[src/rtl/frame_writer_if.sv]
// Pixel write bus from the frame generator into the double-buffered frame store.
interface frame_writer_if #(
    parameter int unsigned COOR_WIDTH = 12
) ();
    logic [COOR_WIDTH-1:0] write_x;
    logic [COOR_WIDTH-1:0] write_y;
    logic [11:0]           write_pixel;
    logic                  write_valid;
    logic                  write_finished;

    modport master (
        output write_x, write_y, write_pixel, write_valid, write_finished
    );

    modport slave (
        input write_x, write_y, write_pixel, write_valid, write_finished
    );
endinterface

[src/rtl/frame_writer.sv]
// Raster frame generator: on each synchronised frame_req rising edge, sweeps one
// HSIZE x VSIZE frame of background/net/player/ball colours, then pulses write_finished.
module frame_writer #(
    parameter int unsigned COOR_WIDTH   = 12,
    parameter int unsigned HSIZE        = 720,
    parameter int unsigned VSIZE        = 540,
    parameter int unsigned BALL_SIZE    = 8,
    parameter int unsigned PLAYER_W     = 24,
    parameter int unsigned PLAYER_H     = 48,
    parameter int unsigned NET_X        = 356,
    parameter int unsigned NET_W        = 8,
    parameter logic [11:0] BG_COLOR     = 12'h0A2,
    parameter logic [11:0] NET_COLOR    = 12'hFFF,
    parameter logic [11:0] PLAYER_COLOR = 12'h00F,
    parameter logic [11:0] BALL_COLOR   = 12'hFF0
) (
    input  logic                  clk_wr,
    input  logic                  rst_n,
    input  logic                  frame_req,
    input  logic [COOR_WIDTH-1:0] ball_x,
    input  logic [COOR_WIDTH-1:0] ball_y,
    input  logic [COOR_WIDTH-1:0] player_x,
    input  logic [COOR_WIDTH-1:0] player_y,
    frame_writer_if.master        wr,
    output logic                  busy,
    output logic                  frame_overrun
);
    localparam int unsigned CW = COOR_WIDTH;
    localparam int unsigned EW = COOR_WIDTH + 1;

    typedef logic [CW-1:0] coor_t;
    typedef logic [EW-1:0] ext_t;

    localparam coor_t X_LAST = coor_t'(HSIZE - 1);
    localparam coor_t Y_LAST = coor_t'(VSIZE - 1);

    typedef enum logic [1:0] {IDLE, LATCH, DRAW, DONE} state_t;

    state_t      state_q, state_d;
    logic        s1_q, s1_d, s2_q, s2_d, s3_q, s3_d;
    logic        start_c;
    coor_t       bx_q, bx_d, by_q, by_d, px_q, px_d, py_q, py_d;
    coor_t       x_q, x_d, y_q, y_d;
    logic [11:0] pix_q, pix_d;
    logic        valid_q, valid_d, fin_q, fin_d, busy_q, busy_d, ovr_q, ovr_d;

    // Widened compare so pos + size cannot wrap back into the frame.
    function automatic logic in_span(input coor_t c, input coor_t pos, input int unsigned size);
        return ({1'b0, c} >= {1'b0, pos}) && ({1'b0, c} < ({1'b0, pos} + ext_t'(size)));
    endfunction

    function automatic logic [11:0] pixel_color(input coor_t x, input coor_t y,
                                                input coor_t bx, input coor_t by,
                                                input coor_t px, input coor_t py);
        if (in_span(x, bx, BALL_SIZE) && in_span(y, by, BALL_SIZE))
            return BALL_COLOR;
        else if (in_span(x, px, PLAYER_W) && in_span(y, py, PLAYER_H))
            return PLAYER_COLOR;
        else if (in_span(x, coor_t'(NET_X), NET_W))
            return NET_COLOR;
        else
            return BG_COLOR;
    endfunction

    always_comb begin
        s1_d    = frame_req;
        s2_d    = s1_q;
        s3_d    = s2_q;
        start_c = s2_q & ~s3_q;

        state_d = state_q;
        bx_d    = bx_q;
        by_d    = by_q;
        px_d    = px_q;
        py_d    = py_q;
        x_d     = x_q;
        y_d     = y_q;
        pix_d   = pix_q;
        valid_d = 1'b0;
        fin_d   = 1'b0;
        ovr_d   = start_c && (state_q != IDLE);

        case (state_q)
            IDLE: begin
                x_d   = '0;
                y_d   = '0;
                pix_d = '0;
                if (start_c) state_d = LATCH;
            end
            LATCH: begin
                // Colour of (0,0) uses the positions being captured on this same edge.
                bx_d    = ball_x;
                by_d    = ball_y;
                px_d    = player_x;
                py_d    = player_y;
                x_d     = '0;
                y_d     = '0;
                valid_d = 1'b1;
                pix_d   = pixel_color('0, '0, ball_x, ball_y, player_x, player_y);
                state_d = DRAW;
            end
            DRAW: begin
                if (x_q == X_LAST && y_q == Y_LAST) begin
                    fin_d   = 1'b1;
                    state_d = DONE;
                end else begin
                    valid_d = 1'b1;
                    if (x_q == X_LAST) begin
                        x_d = '0;
                        y_d = y_q + coor_t'(1);
                    end else begin
                        x_d = x_q + coor_t'(1);
                    end
                    pix_d = pixel_color(x_d, y_d, bx_q, by_q, px_q, py_q);
                end
            end
            DONE: begin
                x_d     = '0;
                y_d     = '0;
                pix_d   = '0;
                state_d = IDLE;
            end
            default: state_d = IDLE;
        endcase

        busy_d = (state_d != IDLE);
    end

    always_ff @(posedge clk_wr) begin
        if (!rst_n) begin
            state_q <= IDLE;
            s1_q    <= 1'b0;
            s2_q    <= 1'b0;
            s3_q    <= 1'b0;
            bx_q    <= '0;
            by_q    <= '0;
            px_q    <= '0;
            py_q    <= '0;
            x_q     <= '0;
            y_q     <= '0;
            pix_q   <= '0;
            valid_q <= 1'b0;
            fin_q   <= 1'b0;
            busy_q  <= 1'b0;
            ovr_q   <= 1'b0;
        end else begin
            state_q <= state_d;
            s1_q    <= s1_d;
            s2_q    <= s2_d;
            s3_q    <= s3_d;
            bx_q    <= bx_d;
            by_q    <= by_d;
            px_q    <= px_d;
            py_q    <= py_d;
            x_q     <= x_d;
            y_q     <= y_d;
            pix_q   <= pix_d;
            valid_q <= valid_d;
            fin_q   <= fin_d;
            busy_q  <= busy_d;
            ovr_q   <= ovr_d;
        end
    end

    assign wr.write_x        = x_q;
    assign wr.write_y        = y_q;
    assign wr.write_pixel    = pix_q;
    assign wr.write_valid    = valid_q;
    assign wr.write_finished = fin_q;
    assign busy              = busy_q;
    assign frame_overrun     = ovr_q;
endmodule
[src/flat_wrapper.sv]
// flat-port wrapper written by rule: the top's interface ports become plain ports
module frame_writer_flat 
#(
    parameter int unsigned COOR_WIDTH   = 12,
    parameter int unsigned HSIZE        = 720,
    parameter int unsigned VSIZE        = 540,
    parameter int unsigned BALL_SIZE    = 8,
    parameter int unsigned PLAYER_W     = 24,
    parameter int unsigned PLAYER_H     = 48,
    parameter int unsigned NET_X        = 356,
    parameter int unsigned NET_W        = 8,
    parameter logic [11:0] BG_COLOR     = 12'h0A2,
    parameter logic [11:0] NET_COLOR    = 12'hFFF,
    parameter logic [11:0] PLAYER_COLOR = 12'h00F,
    parameter logic [11:0] BALL_COLOR   = 12'hFF0
)
  (clk_wr, rst_n, frame_req, ball_x, ball_y, player_x, player_y, busy, frame_overrun, wr_write_x, wr_write_y, wr_write_pixel, wr_write_valid, wr_write_finished);
  frame_writer_if #(.COOR_WIDTH(COOR_WIDTH)) wr_i ();
  input  logic clk_wr;
  input  logic rst_n;
  input  logic frame_req;
  input  logic [COOR_WIDTH-1:0] ball_x;
  input  logic [COOR_WIDTH-1:0] ball_y;
  input  logic [COOR_WIDTH-1:0] player_x;
  input  logic [COOR_WIDTH-1:0] player_y;
  output logic busy;
  output logic frame_overrun;
  output wire logic [$bits(wr_i.write_x)-1:0] wr_write_x;
  output wire logic [$bits(wr_i.write_y)-1:0] wr_write_y;
  output wire logic [$bits(wr_i.write_pixel)-1:0] wr_write_pixel;
  output wire logic [$bits(wr_i.write_valid)-1:0] wr_write_valid;
  output wire logic [$bits(wr_i.write_finished)-1:0] wr_write_finished;
  assign wr_write_x = wr_i.write_x;
  assign wr_write_y = wr_i.write_y;
  assign wr_write_pixel = wr_i.write_pixel;
  assign wr_write_valid = wr_i.write_valid;
  assign wr_write_finished = wr_i.write_finished;
  frame_writer #(.COOR_WIDTH(COOR_WIDTH), .HSIZE(HSIZE), .VSIZE(VSIZE), .BALL_SIZE(BALL_SIZE), .PLAYER_W(PLAYER_W), .PLAYER_H(PLAYER_H), .NET_X(NET_X), .NET_W(NET_W), .BG_COLOR(BG_COLOR), .NET_COLOR(NET_COLOR), .PLAYER_COLOR(PLAYER_COLOR), .BALL_COLOR(BALL_COLOR)) u_core (.clk_wr(clk_wr), .rst_n(rst_n), .frame_req(frame_req), .ball_x(ball_x), .ball_y(ball_y), .player_x(player_x), .player_y(player_y), .wr(wr_i), .busy(busy), .frame_overrun(frame_overrun));
endmodule
[config.mk]
export PLATFORM = sky130hd
export DESIGN_NAME = frame_writer_flat
export DESIGN_NICKNAME = d
export VERILOG_FILES = /design/src/rtl/frame_writer_if.sv /design/src/rtl/frame_writer.sv /design/src/flat_wrapper.sv
export SDC_FILE = /design/constraint.sdc
export NUM_CORES = 1
export LEC_CHECK = 0
export BUFFER_PORTS_ARGS = -buffer_cell sky130_fd_sc_hd__buf_2
export CORE_MARGIN = 2
export CORE_UTILIZATION = 30
export DETAILED_ROUTE_END_ITERATION = 7
export SYNTH_ARGS = -nofsm -noshare
export SYNTH_HDL_FRONTEND = slang
export SYNTH_SLANG_ARGS = --single-unit
[constraint.sdc]
create_clock -name clk_wr -period 4 [get_ports clk_wr]
set_input_delay 0.2 -clock clk_wr [delete_from_list [all_inputs] [get_ports clk_wr]]
set_output_delay 0.2 -clock clk_wr [all_outputs]
set_load 0.03 [all_outputs]
# Yosys cells after proc, flatten, opt, wreduce, memory -nomap -nowiden
# Cells that the tools add are included.
dict set report word_totals {
  reg_bits 93
  out_inout_bits 40
  word_cells 95
}
dict set report classes {
  addsub 10
  magnitude_cmp 18
  n_eq_ne 6
  muxes 23
  bitwise 2
  reduce_logical 21
}
# cell n
set ops {}
lappend ops {{$mux W12} 13}
lappend ops {{$add A12 B4 Y13 const B} 4}
lappend ops {{$lt A1 B13 Y1 const A} 4}
lappend ops {{$lt A12 B13 Y1} 4}
lappend ops {{$ge A1 B12 Y1 const A} 4}
lappend ops {{$ge A12 B12 Y1} 4}
lappend ops {{$pmux W12 S2} 2}
lappend ops {{$pmux W12 S3} 1}
lappend ops {{$add A12 B5 Y13 const B} 2}
lappend ops {{$add A12 B6 Y13 const B} 2}
lappend ops {{$add A12 B1 Y12 const B} 2}
lappend ops {{$eq A12 B10 Y1 const B} 2}
lappend ops {{$logic_and A1 B1 Y1} 15}
lappend ops {{$ge A12 B9 Y1 const B} 1}
lappend ops {{$lt A12 B9 Y1 const B} 1}
lappend ops {{$mux W8} 1}
lappend ops {{$pmux W2 S4} 1}
lappend ops {{$eq A2 B2 Y1 const B} 2}
lappend ops {{$mux W2} 2}
lappend ops {{$reduce_bool A2 Y1} 2}
lappend ops {{$reduce_or A3 Y1} 1}
lappend ops {{$eq A2 B1 Y1 const B} 1}
lappend ops {{$logic_not A2 Y1} 1}
lappend ops {{$mux W1} 2}
lappend ops {{other kinds (6)} 6}

# Depth between registers and ports, before layout
dict set report depth {
  depth_word 11
  depth_mapped 17
}

# Least setup slack after synthesis
# OpenSTA, ideal clock, no wires.
dict set report synth_timing {
  kind {register to register}
  start {register u_core.x_q[0] (netlist: u_core.wr.write_x[0])}
  end {register u_core.pix_q[3] (netlist: u_core.wr.write_pixel[3])}
  setup_time_ns 0.061
  arrival_time_ns 4.183
  path_slack_ns -0.244
  path_stages_with_launch 18
  n_path_buf 1
  cell_sequence {dfxtp_1 > ha_1 > clkbuf_1 > nand3_1 > nor4_4 > nand2_1 > nor2_1 > nand2_1 > xnor2_1 > ha_1 > a2111oi_0 > o21ai_0 > nor3_1 > a311oi_1 > a311oi_1 > nand3_1 > a2111oi_2 > o221a_1}
}
dict set report synth_between {
  elab_chain_len 11
  elab_cells_between_ends 32
}
# item line_no
set synth_rtl {}
lappend synth_rtl {{start: declaration} frame_writer.sv:43} ;# coor_t x_q, x_d, y_q, y_d;
lappend synth_rtl {{start signal: assignment} frame_writer.sv:139} ;# x_q <= '0;
lappend synth_rtl {{start signal: assignment} frame_writer.sv:155} ;# x_q <= x_d;
lappend synth_rtl {{$add A12 B1 Y12 / $eq A12 B10 Y1 (equally long branches)} {frame_writer.sv:112, frame_writer.sv:103, frame_writer.sv:108}}
lappend synth_rtl {{$mux W12} frame_writer.sv:108} ;# if (x_q == X_LAST) begin
lappend synth_rtl {{$mux W12} frame_writer.sv:103} ;# if (x_q == X_LAST && y_q == Y_LAST) begin
lappend synth_rtl {{$mux W12} frame_writer.sv:83} ;# case (state_q)
lappend synth_rtl {{$ge A12 B9 Y1 (tied with other cells)} frame_writer.sv:49} ;# return ({1'b0, c} >= {1'b0, pos}) && ({1'b0, c} < ({1'b0, pos} + ext_t'(size)));
lappend synth_rtl {{$logic_and A1 B1 Y1} frame_writer.sv:49}
lappend synth_rtl {{$mux W12 / $logic_and A1 B1 Y1 (equally long branches)} {frame_writer.sv:59, frame_writer.sv:57}}
lappend synth_rtl {{$mux W12} frame_writer.sv:57} ;# else if (in_span(x, px, PLAYER_W) && in_span(y, py, PLAYER_H))
lappend synth_rtl {{$mux W12} frame_writer.sv:55} ;# if (in_span(x, bx, BALL_SIZE) && in_span(y, by, BALL_SIZE))
lappend synth_rtl {{$mux W12} frame_writer.sv:103}
lappend synth_rtl {{$pmux W12 S3} frame_writer.sv:83}
lappend synth_rtl {{end signal: assignment} frame_writer.sv:157} ;# pix_q <= pix_d;
lappend synth_rtl {{end: declaration} frame_writer.sv:44} ;# logic [11:0] pix_q, pix_d;
# Several ways; a longest one is shown, not always the timed one. The select of a mux whose other input is x is not followed.
# A chain may end at the register's enable or synchronous reset.

# Worst setup path in the final report
dict set report layout_timing {
  start {register u_core.x_q[4] (netlist: u_core.wr.write_x[4])}
  end {register u_core.pix_q[3] (netlist: u_core.wr.write_pixel[3])}
}
# Same word-level chain as after synthesis.

==> impl_results.md <==
* Crit path max-delay cell type: or4_4
* Crit-path cells: or4_4 -> nor4_4 -> nand2_1 -> nor2_2 -> nand2_1 -> xnor2_2 -> ha_1 -> a2111oi_4 -> o21ai_1 -> nor3_1 -> a311oi_1 -> a311oi_2 -> nand3_2 -> a2111oi_2 -> o221a_1
* Clock network power share at 0.419
* Critical Path End Type: register
* Max transition margin at 0.328
* FILL cells at 2,071
* Initial Util at 0.304
* Max layer used: met4
* Worst path bufs/invs at 0
* DRT Wirelength at approximately 17 mm
* Count leader, synth: ha_1
* Total GRT Usage at 0.161
* RD Place Congestion at 0.862
* Final Hold Violating Endpoints at 0
* Io pins at roughly 90
* Num CTS Buffers at 9
* Largest net degree at the start of global routing at 54
* Yosys top cell area share at 0.279
* Crit path kind: reg -> reg
* P_int at 0.00149 W
* CTS Hold Bufs at 0
* Final number of setup-violating endpoints at 0
* Crit path max fanout at 3
* DR WL/cell at 15.6 um
* CP required at 4.31 ns
* Final #Nets at ~960
* First-pass GRT wire length at between 20 and 30 mm
* Async SR Flop Fraction at 0
* Total vias in the final route at around 5,400
* Cell repeated most along the worst path: nand2_1
* Vias per cell at 4.92
* Slowest stage delay, CP at approximately 0.56 ns
* Drt initial violations at roughly 270
* Setup bufs post-CTS at 0
* M1 WL at 7.71 mm
* Met2 wire length at 8.18 mm
* DP Cell Count at 1,073
* Final clock skew at between 0.01 and 0.015 ns
* CTS root buf: clkbuf_16
* Number of library cell types mapped by synthesis at 64
* Sw Pwr at 0.000573 W
* Avg Synthesized Cell Area at 8.57 um2
* Maximum clock rate at 262 MHz
* DPL Wire Length at 13.6 mm
* Number of synthesized flops with an enable pin at 0
* Post-Layout Cell Count at between 1,000 and 1,500
* Minimum clock period after layout at roughly 3.8 ns
* Number of global-route vias before repair at 5,133
* Setup TNS at 0 ns
* Die X at 147 um
* Share of layout cells above drive strength 1 at 0.200
* Dominant cells by area after synthesis: dfxtp_1 (28%), ha_1 (19%), mux2i_1 (7.9%), xnor2_1 (5.3%), nor2_1 (4.7%)
* Yosys warns at 0
* Reg power frac at 0.435
* Die area at 21,500 um2
* Pre-Repair DR Iteration Count at 5
* ANT cells at 0
* IO Port Bufs at 90
* CP arrival at 4.12 ns
* Combinational fraction of design power at 0.146
* Final Slew Violations at 0
* Initial antenna violation count at 0
* Synth Cell Area at 6100 um2
* Cell taking the most area after synthesis: dfxtp_1
* Area Overhead vs Synth at 20.8%
* Floorplan core area at 20,100 um2
* Worst Max-Slew Pin Slew at 1.01 ns
* Max Cap Violations at 0
* Hold Path Class: in -> reg
* Switching share of power at 0.277
* Crit start category: register
* DRC at 0
* Worst skew pair latency at approximately 0.36 ns
* Period utilization at 0.954
* Commonest cells in the netlist: ha_1 (93), dfxtp_1 (85), nor2_1 (76)
* CTS max path bufs at 2
* Mapped Nets at between 800 and 900
* Cell family with most CP delay: simple AND/OR/NAND/NOR gates
* P_leak at 3.19 nW
* Post-Synthesis Cells at 712
* Pwr dens at 280 nW/um2
* Clock-pin slew on the worst setup and hold paths at 0.07 ns
* # clock sinks at 85
* Die Ht at 147 um
* Grt ovf at 0
* Post-route ant nets at 0
* Main synth FF type: dfxtp_1
* Worst vdd ir at 0.000195 V
* FF+latch count, synth at 85
* Rows at 52
* Met3 Wirelength at 653 um
* CTS tree: yes
* Post-synthesis sequential area ratio at 0.279
* H-tree depth at 3
* Status: finished clean
## worst paths after layout
kind                        startpoint                        to  slack (ns)  depth (start not counted)
hold / removal               frame_req               u_core.s1_q        0.05                          2
setup / recovery  u_core.wr.write_x[4]  u_core.wr.write_pixel[3]        0.19                         15
hold reg to reg            u_core.s3_q      u_core.frame_overrun        0.42                          1
setup reg to reg  u_core.wr.write_x[4]  u_core.wr.write_pixel[3]        0.19                         15
## per-stage QoR
step | hold slack [ns] | cell area, um2 | worst slack, ns | total power, W | util
2_1_floorplan | 0.327 | 6110 | 0.0384 | 0.00112 | -
3_3_place_gp | 0.403 | 6980 | 0.0987 | 0.00121 | 0.347
3_5_place_dp | 0.406 | 6980 | -0.0297 | 0.00121 | 0.347
4_1_cts | 0.0372 | 7280 | 0.00581 | 0.00208 | 0.362
5_1_grt | 0.0413 | 7370 | -0.00161 | 0.00216 | 0.367
6_report | 0.0478 | 7370 | 0.186 | 0.00207 | 0.367
## flip-flops by register name (all words and copies together), names as in the netlist
register                  flops
u_core.wr.write_pixel         4
u_core.px_q                  12
u_core.py_q                  12
u_core.frame_overrun          1
u_core.s3_q                   1
u_core.wr.write_x            12
u_core.wr.write_valid         1
u_core.wr.write_y            12
u_core.s1_q                   1
u_core.busy                   1
u_core.by_q                  12
u_core.s2_q                   1
u_core.wr.write_finished      1
u_core.bx_q                  12
u_core.state_q                2
## per-layer routing
| layer | track usage | vias up |
|---|---|---|
| li1 | - | 2738 |
| met1 | 0.200 | 2499 |
| met4 | 0.0617 | 0 |
| met3 | 0.0291 | 23 |
| met2 | 0.278 | 102 |
| met5 | 0 | - |
## kinds of logic (layout without fill, tap and decap cells)
kind of cell | after synthesis | in the layout | share of synthesized area
AO/OA/AOI/OAI | 96 | 96 | 0.109
XOR/XNOR | 48 | 48 | 0.0689
adder cells (fa/ha/maj) | 94 | 94 | 0.192
buffers and inverters | 88 | 195 | 0.0595
flip-flops | 85 | 85 | 0.279
multiplexers | 51 | 51 | 0.0849
AND/OR/NAND/NOR | 250 | 250 | 0.207
## cell type report
type,instances,area (um2),area share
inverter,61,229,0.0311
tap,270,338,0.0458
clock buffer,10,229,0.0311
multi-input combinational,539,4140,0.561
timing repair buffer,118,664,0.0901
sequential,85,1700,0.231
clock inverter,6,73.8,0.0100
## cells in the final DEF, fill, tap and decap left out, types with 7 or more instances in the layout
master / Yosys / final
a21o_1: 7 / 7
a21oi_1: 19 / 19
and2_1: 14 / 14
buf_2: 2 / 90
buf_4: 8 / 27
clkbuf_16: 0 / 9
dfxtp_1: 85 / 83
ha_1: 93 / 91
inv_1: 59 / 59
mux2i_1: 48 / 48
nand2_1: 39 / 39
nand2b_1: 7 / 7
nand3_1: 37 / 34
nand4_1: 17 / 17
nor2_1: 76 / 74
nor3_1: 16 / 15
nor4_1: 17 / 17
o21ai_0: 20 / 19
xnor2_1: 37 / 33
xor2_1: 11 / 11
## power groups by stage
stage	Sequential [W]	Combinational (W)	Clock, W
floorplan	0.000918	0.000198	0
global placement	0.000917	0.000289	0
detailed placement	0.000918	0.000291	0
CTS	0.000899	0.000293	0.000892
global route	0.000902	0.000337	0.000922
finish	0.000898	0.000301	0.000867
## repair_timing
item	CTS	global route
cloned	0	0
gates resized for setup	0	18
setup endpoints to repair	1	4
pin swaps	1	10
hold endpoints to repair	0	0
Power figures use the tool's default switching activity.
